--- config.mk ---
export PLATFORM = sky130hd
export DESIGN_NAME = mul_div_unit
export DESIGN_NICKNAME = d
export VERILOG_FILES = /design/src/rtl/mul_div_pkg.sv /design/src/rtl/md_iter_core.sv /design/src/rtl/mul_div_unit.sv
export SDC_FILE = /design/constraint.sdc
export NUM_CORES = 1
export LEC_CHECK = 0
export BUFFER_PORTS_ARGS = -buffer_cell sky130_fd_sc_hd__clkbuf_2
export CAP_MARGIN = 10
export CORE_MARGIN = 1
export CORE_UTILIZATION = 34
export DETAILED_ROUTE_END_ITERATION = 10
export PLACE_DENSITY = 0.49
export SLEW_MARGIN = 10
export SYNTH_ARGS = -nofsm -noshare
export SYNTH_HDL_FRONTEND = slang
export SYNTH_HIERARCHICAL = 1
export SYNTH_SLANG_ARGS = --single-unit
--- constraint.sdc ---
create_clock -name clk -period 5 [get_ports clk]
set_input_delay 0.75 -clock clk [delete_from_list [all_inputs] [get_ports clk]]
set_output_delay 0.75 -clock clk [all_outputs]
set_load 0.1 [all_outputs]
--- src/rtl/mul_div_pkg.sv ---
// Shared types and defaults for the iterative multiply/divide unit.
package mul_div_pkg;

  localparam int unsigned MD_WIDTH = 32;

  typedef enum logic [1:0] {
    MD_MULT  = 2'b00,
    MD_MULTU = 2'b01,
    MD_DIV   = 2'b10,
    MD_DIVU  = 2'b11
  } md_op_t;

  typedef enum logic [1:0] {
    MD_IDLE = 2'b00,
    MD_CALC = 2'b01,
    MD_FIX  = 2'b10
  } md_state_t;

endpackage

--- src/rtl/md_iter_core.sv ---
// Unsigned radix-2 datapath: one shift-add (multiply) or restoring
// shift-subtract (divide) step per enabled cycle.
// Multiply: {o_hi,o_lo} = product. Divide: o_lo = quotient, o_hi = remainder.
module md_iter_core #(
  parameter int unsigned WIDTH = 32
) (
  input  logic             clk,
  input  logic             reset_n,
  input  logic             i_load,
  input  logic             i_step,
  input  logic             i_div,
  input  logic [WIDTH-1:0] i_a,
  input  logic [WIDTH-1:0] i_b,
  output logic [WIDTH-1:0] o_hi,
  output logic [WIDTH-1:0] o_lo
);

  logic             r_div;
  logic [WIDTH-1:0] r_hi;
  logic [WIDTH-1:0] r_lo;
  logic [WIDTH-1:0] r_opd;

  logic [WIDTH:0]   w_sum;
  logic [WIDTH:0]   w_shift;
  logic [WIDTH-1:0] w_diff;
  logic             w_ge;

  // Step arithmetic for both modes.
  always_comb begin
    w_sum   = {1'b0, r_hi} + (r_lo[0] ? {1'b0, r_opd} : '0);
    w_shift = {r_hi, r_lo[WIDTH-1]};
    w_ge    = (w_shift >= {1'b0, r_opd});
    w_diff  = WIDTH'(w_shift - {1'b0, r_opd});
  end

  // Operand load and per-cycle iteration.
  always_ff @(posedge clk) begin
    if (!reset_n) begin
      r_div <= 1'b0;
      r_hi  <= '0;
      r_lo  <= '0;
      r_opd <= '0;
    end else if (i_load) begin
      r_div <= i_div;
      r_hi  <= '0;
      r_lo  <= i_div ? i_a : i_b;
      r_opd <= i_div ? i_b : i_a;
    end else if (i_step) begin
      if (r_div) begin
        r_hi <= w_ge ? w_diff : w_shift[WIDTH-1:0];
        r_lo <= {r_lo[WIDTH-2:0], w_ge};
      end else begin
        r_hi <= w_sum[WIDTH:1];
        r_lo <= {w_sum[0], r_lo[WIDTH-1:1]};
      end
    end
  end

  assign o_hi = r_hi;
  assign o_lo = r_lo;

endmodule

--- src/rtl/mul_div_unit.sv ---
// Multi-cycle multiply/divide unit with architectural HI/LO registers.
// Optional MUL_DIV_EARLY_OUT_EN: zero operand skips the iteration phase.
module mul_div_unit
  import mul_div_pkg::*;
#(
  parameter int unsigned WIDTH = MD_WIDTH,
  parameter int unsigned CNT_W = $clog2(WIDTH) + 1
) (
  input  logic             clk,
  input  logic             reset_n,
  input  logic             start,
  input  logic [1:0]       op,
  input  logic [WIDTH-1:0] a,
  input  logic [WIDTH-1:0] b,
  input  logic             hi_we,
  input  logic             lo_we,
  input  logic [WIDTH-1:0] wdata,
  output logic             busy,
  output logic             done,
  output logic             div_by_zero,
  output logic [WIDTH-1:0] hi,
  output logic [WIDTH-1:0] lo
);

  md_state_t        r_state, w_state_nxt;
  md_op_t           r_op;
  logic             r_neg_q, r_neg_r, r_b_zero, r_skip;
  logic [WIDTH-1:0] r_a_raw;
  logic [CNT_W-1:0] r_cnt;
  logic             r_busy, r_done, r_dbz;
  logic [WIDTH-1:0] r_hi, r_lo;

  md_op_t           w_op;
  logic             w_signed, w_a_neg, w_b_neg, w_is_div, w_r_is_div, w_skip;
  logic             w_accept, w_step, w_fix;
  logic [WIDTH-1:0] w_a_mag, w_b_mag, w_core_hi, w_core_lo, w_res_hi, w_res_lo;
  logic [2*WIDTH-1:0] w_prod;

  assign w_op       = md_op_t'(op);
  assign w_signed   = (w_op == MD_MULT) || (w_op == MD_DIV);
  assign w_is_div   = (w_op == MD_DIV) || (w_op == MD_DIVU);
  assign w_r_is_div = (r_op == MD_DIV) || (r_op == MD_DIVU);
  assign w_a_neg    = w_signed & a[WIDTH-1];
  assign w_b_neg    = w_signed & b[WIDTH-1];
  assign w_a_mag    = w_a_neg ? -a : a;
  assign w_b_mag    = w_b_neg ? -b : b;

`ifdef MUL_DIV_EARLY_OUT_EN
  assign w_skip = (a == '0) || (b == '0);
`else
  assign w_skip = 1'b0;
`endif

  // State register.
  always_ff @(posedge clk) begin
    if (!reset_n) r_state <= MD_IDLE;
    else          r_state <= w_state_nxt;
  end

  // Next-state and phase strobes.
  always_comb begin
    w_state_nxt = r_state;
    w_accept    = 1'b0;
    w_step      = 1'b0;
    w_fix       = 1'b0;
    case (r_state)
      MD_IDLE: begin
        if (start) begin
          w_accept    = 1'b1;
          w_state_nxt = w_skip ? MD_FIX : MD_CALC;
        end
      end
      MD_CALC: begin
        w_step = 1'b1;
        if (r_cnt == CNT_W'(WIDTH - 1)) w_state_nxt = MD_FIX;
      end
      MD_FIX: begin
        w_fix       = 1'b1;
        w_state_nxt = MD_IDLE;
      end
      default: w_state_nxt = MD_IDLE;
    endcase
  end

  md_iter_core #(.WIDTH(WIDTH)) u_core (
    .clk     (clk),
    .reset_n (reset_n),
    .i_load  (w_accept),
    .i_step  (w_step),
    .i_div   (w_is_div),
    .i_a     (w_a_mag),
    .i_b     (w_b_mag),
    .o_hi    (w_core_hi),
    .o_lo    (w_core_lo)
  );

  // Sign correction and HI/LO mapping, including divide-by-zero values.
  always_comb begin
    w_prod = r_skip ? '0 : {w_core_hi, w_core_lo};
    if (r_neg_q) w_prod = -w_prod;
    w_res_hi = w_prod[2*WIDTH-1:WIDTH];
    w_res_lo = w_prod[WIDTH-1:0];
    if (w_r_is_div) begin
      if (r_b_zero) begin
        w_res_hi = r_a_raw;
        w_res_lo = '1;
      end else begin
        w_res_hi = r_neg_r ? -w_core_hi : w_core_hi;
        w_res_lo = r_neg_q ? -w_core_lo : w_core_lo;
      end
    end
  end

  // Operation context, counter, handshake, flag and HI/LO registers.
  always_ff @(posedge clk) begin
    if (!reset_n) begin
      r_op     <= MD_MULT;
      r_neg_q  <= 1'b0;
      r_neg_r  <= 1'b0;
      r_b_zero <= 1'b0;
      r_skip   <= 1'b0;
      r_a_raw  <= '0;
      r_cnt    <= '0;
      r_busy   <= 1'b0;
      r_done   <= 1'b0;
      r_dbz    <= 1'b0;
      r_hi     <= '0;
      r_lo     <= '0;
    end else begin
      r_busy <= (w_state_nxt != MD_IDLE);
      r_done <= w_fix;
      if (w_accept) begin
        r_op     <= w_op;
        r_neg_q  <= w_a_neg ^ w_b_neg;
        r_neg_r  <= w_a_neg;
        r_b_zero <= (b == '0);
        r_skip   <= w_skip;
        r_a_raw  <= a;
        r_cnt    <= '0;
        r_dbz    <= 1'b0;
      end else begin
        if (w_step) r_cnt <= r_cnt + CNT_W'(1);
        if (w_fix && w_r_is_div && r_b_zero) r_dbz <= 1'b1;
      end
      if (w_fix) begin
        r_hi <= w_res_hi;
        r_lo <= w_res_lo;
      end else if (r_state == MD_IDLE) begin
        if (hi_we) r_hi <= wdata;
        if (lo_we) r_lo <= wdata;
      end
    end
  end

  assign busy        = r_busy;
  assign done        = r_done;
  assign div_by_zero = r_dbz;
  assign hi          = r_hi;
  assign lo          = r_lo;

endmodule

==> reports/metrics.yaml <==
status: "complete, no violations"
yosysUniqueCellTypes: 98
final.fill_count: 5421
netlist_instances: 2374
cp-startpoint: "u_core/o_lo[0]"
cts_resized: 0
die_x_um: 231
rows: 83
synthAdderAreaFrac_pct: 5.06
setup_violations: 0
intPower_uw: 3580
final_cell_mix: "nand2_1 (323), dfxtp_1 (206), nor2_1 (184), a21oi_1 (174), clkbuf_2 (167)"
route.detailed.drc: 0
gp_congestion: 0.958
cts_buffers: 27
fin_setup_tns_ns: 0
drt-wirelength-per-cell_um: 25.4
coreArea_um2: 51600
p_leak_uw: 0.00883
cp_max_fo: 25
slew_headroom_pct: 28.1
end_kind: "register"
vias_per_cell: 5.93
synth_mux_area_share_pct: 6.96
initial_utilization_pct: 34.6
finalClockSkew_ns: 0.0116
synth_area_leaders: "dfxtp_1 (23%), nand2_1 (6.8%), mux2i_1 (6.4%)"
synth-main-ff-cell: "dfxtp_1"
layout.nets: 2635
p_clk_share_pct: 34.1
use_met3_pct: 3.03
synthArstFlopShare_pct: 0
synth-xor-area-share_pct: 8.59
vias: 18700
syn_area_um2: 17800
dp_cells: 3112
hp-start: "wdata[0]"
hpwl_um: 62900
hold_buffers: 0
synth_top_family_by_area: "compound AO/OA/AOI/OAI gates"
top_usage_layer: "met2"
clk_path_buf_depth: 3
cap_violations: 0
synth-seq-area-share_pct: 23.3
power_density_nw_per_um2: 295
cp.arrival_ns: 4.43
layout.cells.non_filler: 3162
maxSlewViolCount: 0
path_clk_slew_ns: 0.06
io_buffers: 169
grt_pass1_vias: 17500
seqPwrFrac_pct: 33.3
io_pins: 170
track_usage_pct: 29.1
cts_max_level: 1
yosys.area.top_type: "dfxtp_1"
use_met2_pct: 44.5
hold_class: "primary input to register"
critPathKind: "register to register"
synth_top_area_share_pct: 23.3
synth_edf_count: 0
dieArea_um2: 53400
pwr-share-comb_pct: 32.6
power_switching_uw: 2380
r2r_setup_slack_ns: 1.03
cts_tree: "yes"
synth-seq-cells: 208
peakVddDrop_mv: 0.191
grt_max_degree: 92
ys_warn_count: 6
synth_fp_nets: 2548
fmax_mhz: 252
synth-simple-area-share_pct: 22.1
syn_to_final_growth_pct: 13.2
drive_above_1_share_pct: 13.0
worstPathRequired_ns: 5.46
grt_antenna_before_repair: 0
overflow: 0
cts_root_buf: "clkbuf_16"
avgSynthCellArea_um2: 7.52
routed_wl_um: 80200
synth_compound_area_share_pct: 28.9
grt_first_pass_wirelength_um: 117000
r2r-start: "u_core/o_lo[0]"
tightest_slew_ns: 1.08
rsz0062_at_grt: "false"
netSwitchingFraction_pct: 40.0
antenna_left: 0
cts_setup_buffers: 0
drt_iter0_drc: 1743
clkSinkCount: 208
cp-start-kind: "register"
die_y_um: 231
first_pass_iters: 5
period_share_pct: 79.3
use_met1_pct: 42.4
finalHoldViolations: 0
clk_latency_ns: 0.57
fin_crit_ns: 3.97
final_common_cell: "nand2_1"
[metrics by stage]
stage | area [um2] | hold WS (ns) | setup slack [ns] | utilization [%] | total power (uW)
floorplan | 17800 | 0.424 | 1.89 | - | 3310
global placement | 19300 | 0.458 | 1.20 | 37.4 | 3930
detailed placement | 19300 | 0.462 | 1.20 | 37.4 | 3930
CTS | 20200 | 0.450 | 1.18 | 39.1 | 5960
global route | 20200 | 0.485 | 0.898 | 39.1 | 6210
finish | 20200 | 0.456 | 1.03 | 39.1 | 5960
[layer usage]
metal  share of wire [%]  vias up
met5                   0        -
met4                 3.3        0
met3                 6.6      119
met2                  43      811
met1                  47     8978
li1                    -     8838
[cell type report]
type / instances / area (um2) / share of cell area [%]
Timing Repair Buffer: 215 / 1200 / 5.92
Clock inverter: 10 / 126 / 0.626
Antenna cell: 1 / 2.50 / 0.0124
Sequential cell: 208 / 4170 / 20.6
Tap cell: 680 / 851 / 4.21
Multi-Input combinational cell: 1937 / 12800 / 63.4
Inverter: 72 / 273 / 1.35
Clock buffer: 39 / 781 / 3.87
[power groups by stage]
stage	Combinational [uW]	Clock, uW	Sequential (uW)
2_1_floorplan	1100	0	2210
3_3_place_gp	1920	0	2010
3_5_place_dp	1910	0	2020
4_1_cts	1920	2060	1980
5_1_grt	2080	2130	2000
6_report	1950	2030	1990
[registers in the layout, summed over array words and instances (netlist names), 2 cells and up]
signal and count:
r_cnt 6, u_core/r_opd 32, lo 32, r_state 2, u_core/o_lo 32, r_a_raw 32
u_core/o_hi 32, hi 32
[path summary, 6_finish.rpt]
kind	to	cells after the start
hold / removal	lo[0]	3
hold reg to reg	r_a_raw[29]	2
setup / recovery	u_core/o_hi[25]	12
setup reg to reg	u_core/o_hi[25]	12
[cells by family (layout without fill, tap and decap cells)]
logic type | Yosys count | after routing
AO/OA/AOI/OAI | 739 | 739
XOR/XNOR | 175 | 175
adder cells (fa/ha/maj) | 71 | 71
buffers and inverters | 229 | 336
flip-flops | 208 | 208
multiplexers | 123 | 123
other | 0 | 1
AND/OR/NAND/NOR | 829 | 829
[synthesized netlist by cell type (all sizes together) (38+ instances only)]
cell type,instances
xnor2,96
inv,69
o21ai,142
nand2,324
and2,48
a21o,38
clkbuf,130
a21oi,175
dfxtp,208
xor2,79
a21boi,45
o211a,69
ha,69
nor2,187
nand3,47
mux2i,114
[critical path, cell delays in order (launching register included)]
cell and delay, ns:
dfxtp_1 0.95, and2_1 0.24, ha_1 0.24, fa_1 0.27
a211oi_1 0.11, o211a_1 0.28, or4_1 0.45, a21oi_1 0.33
o21ai_1 0.17, a21oi_1 0.23, or2_1 0.17, o21ai_0 0.14
a32o_1 0.27
Note: power is estimated with default switching activity, not from simulation.
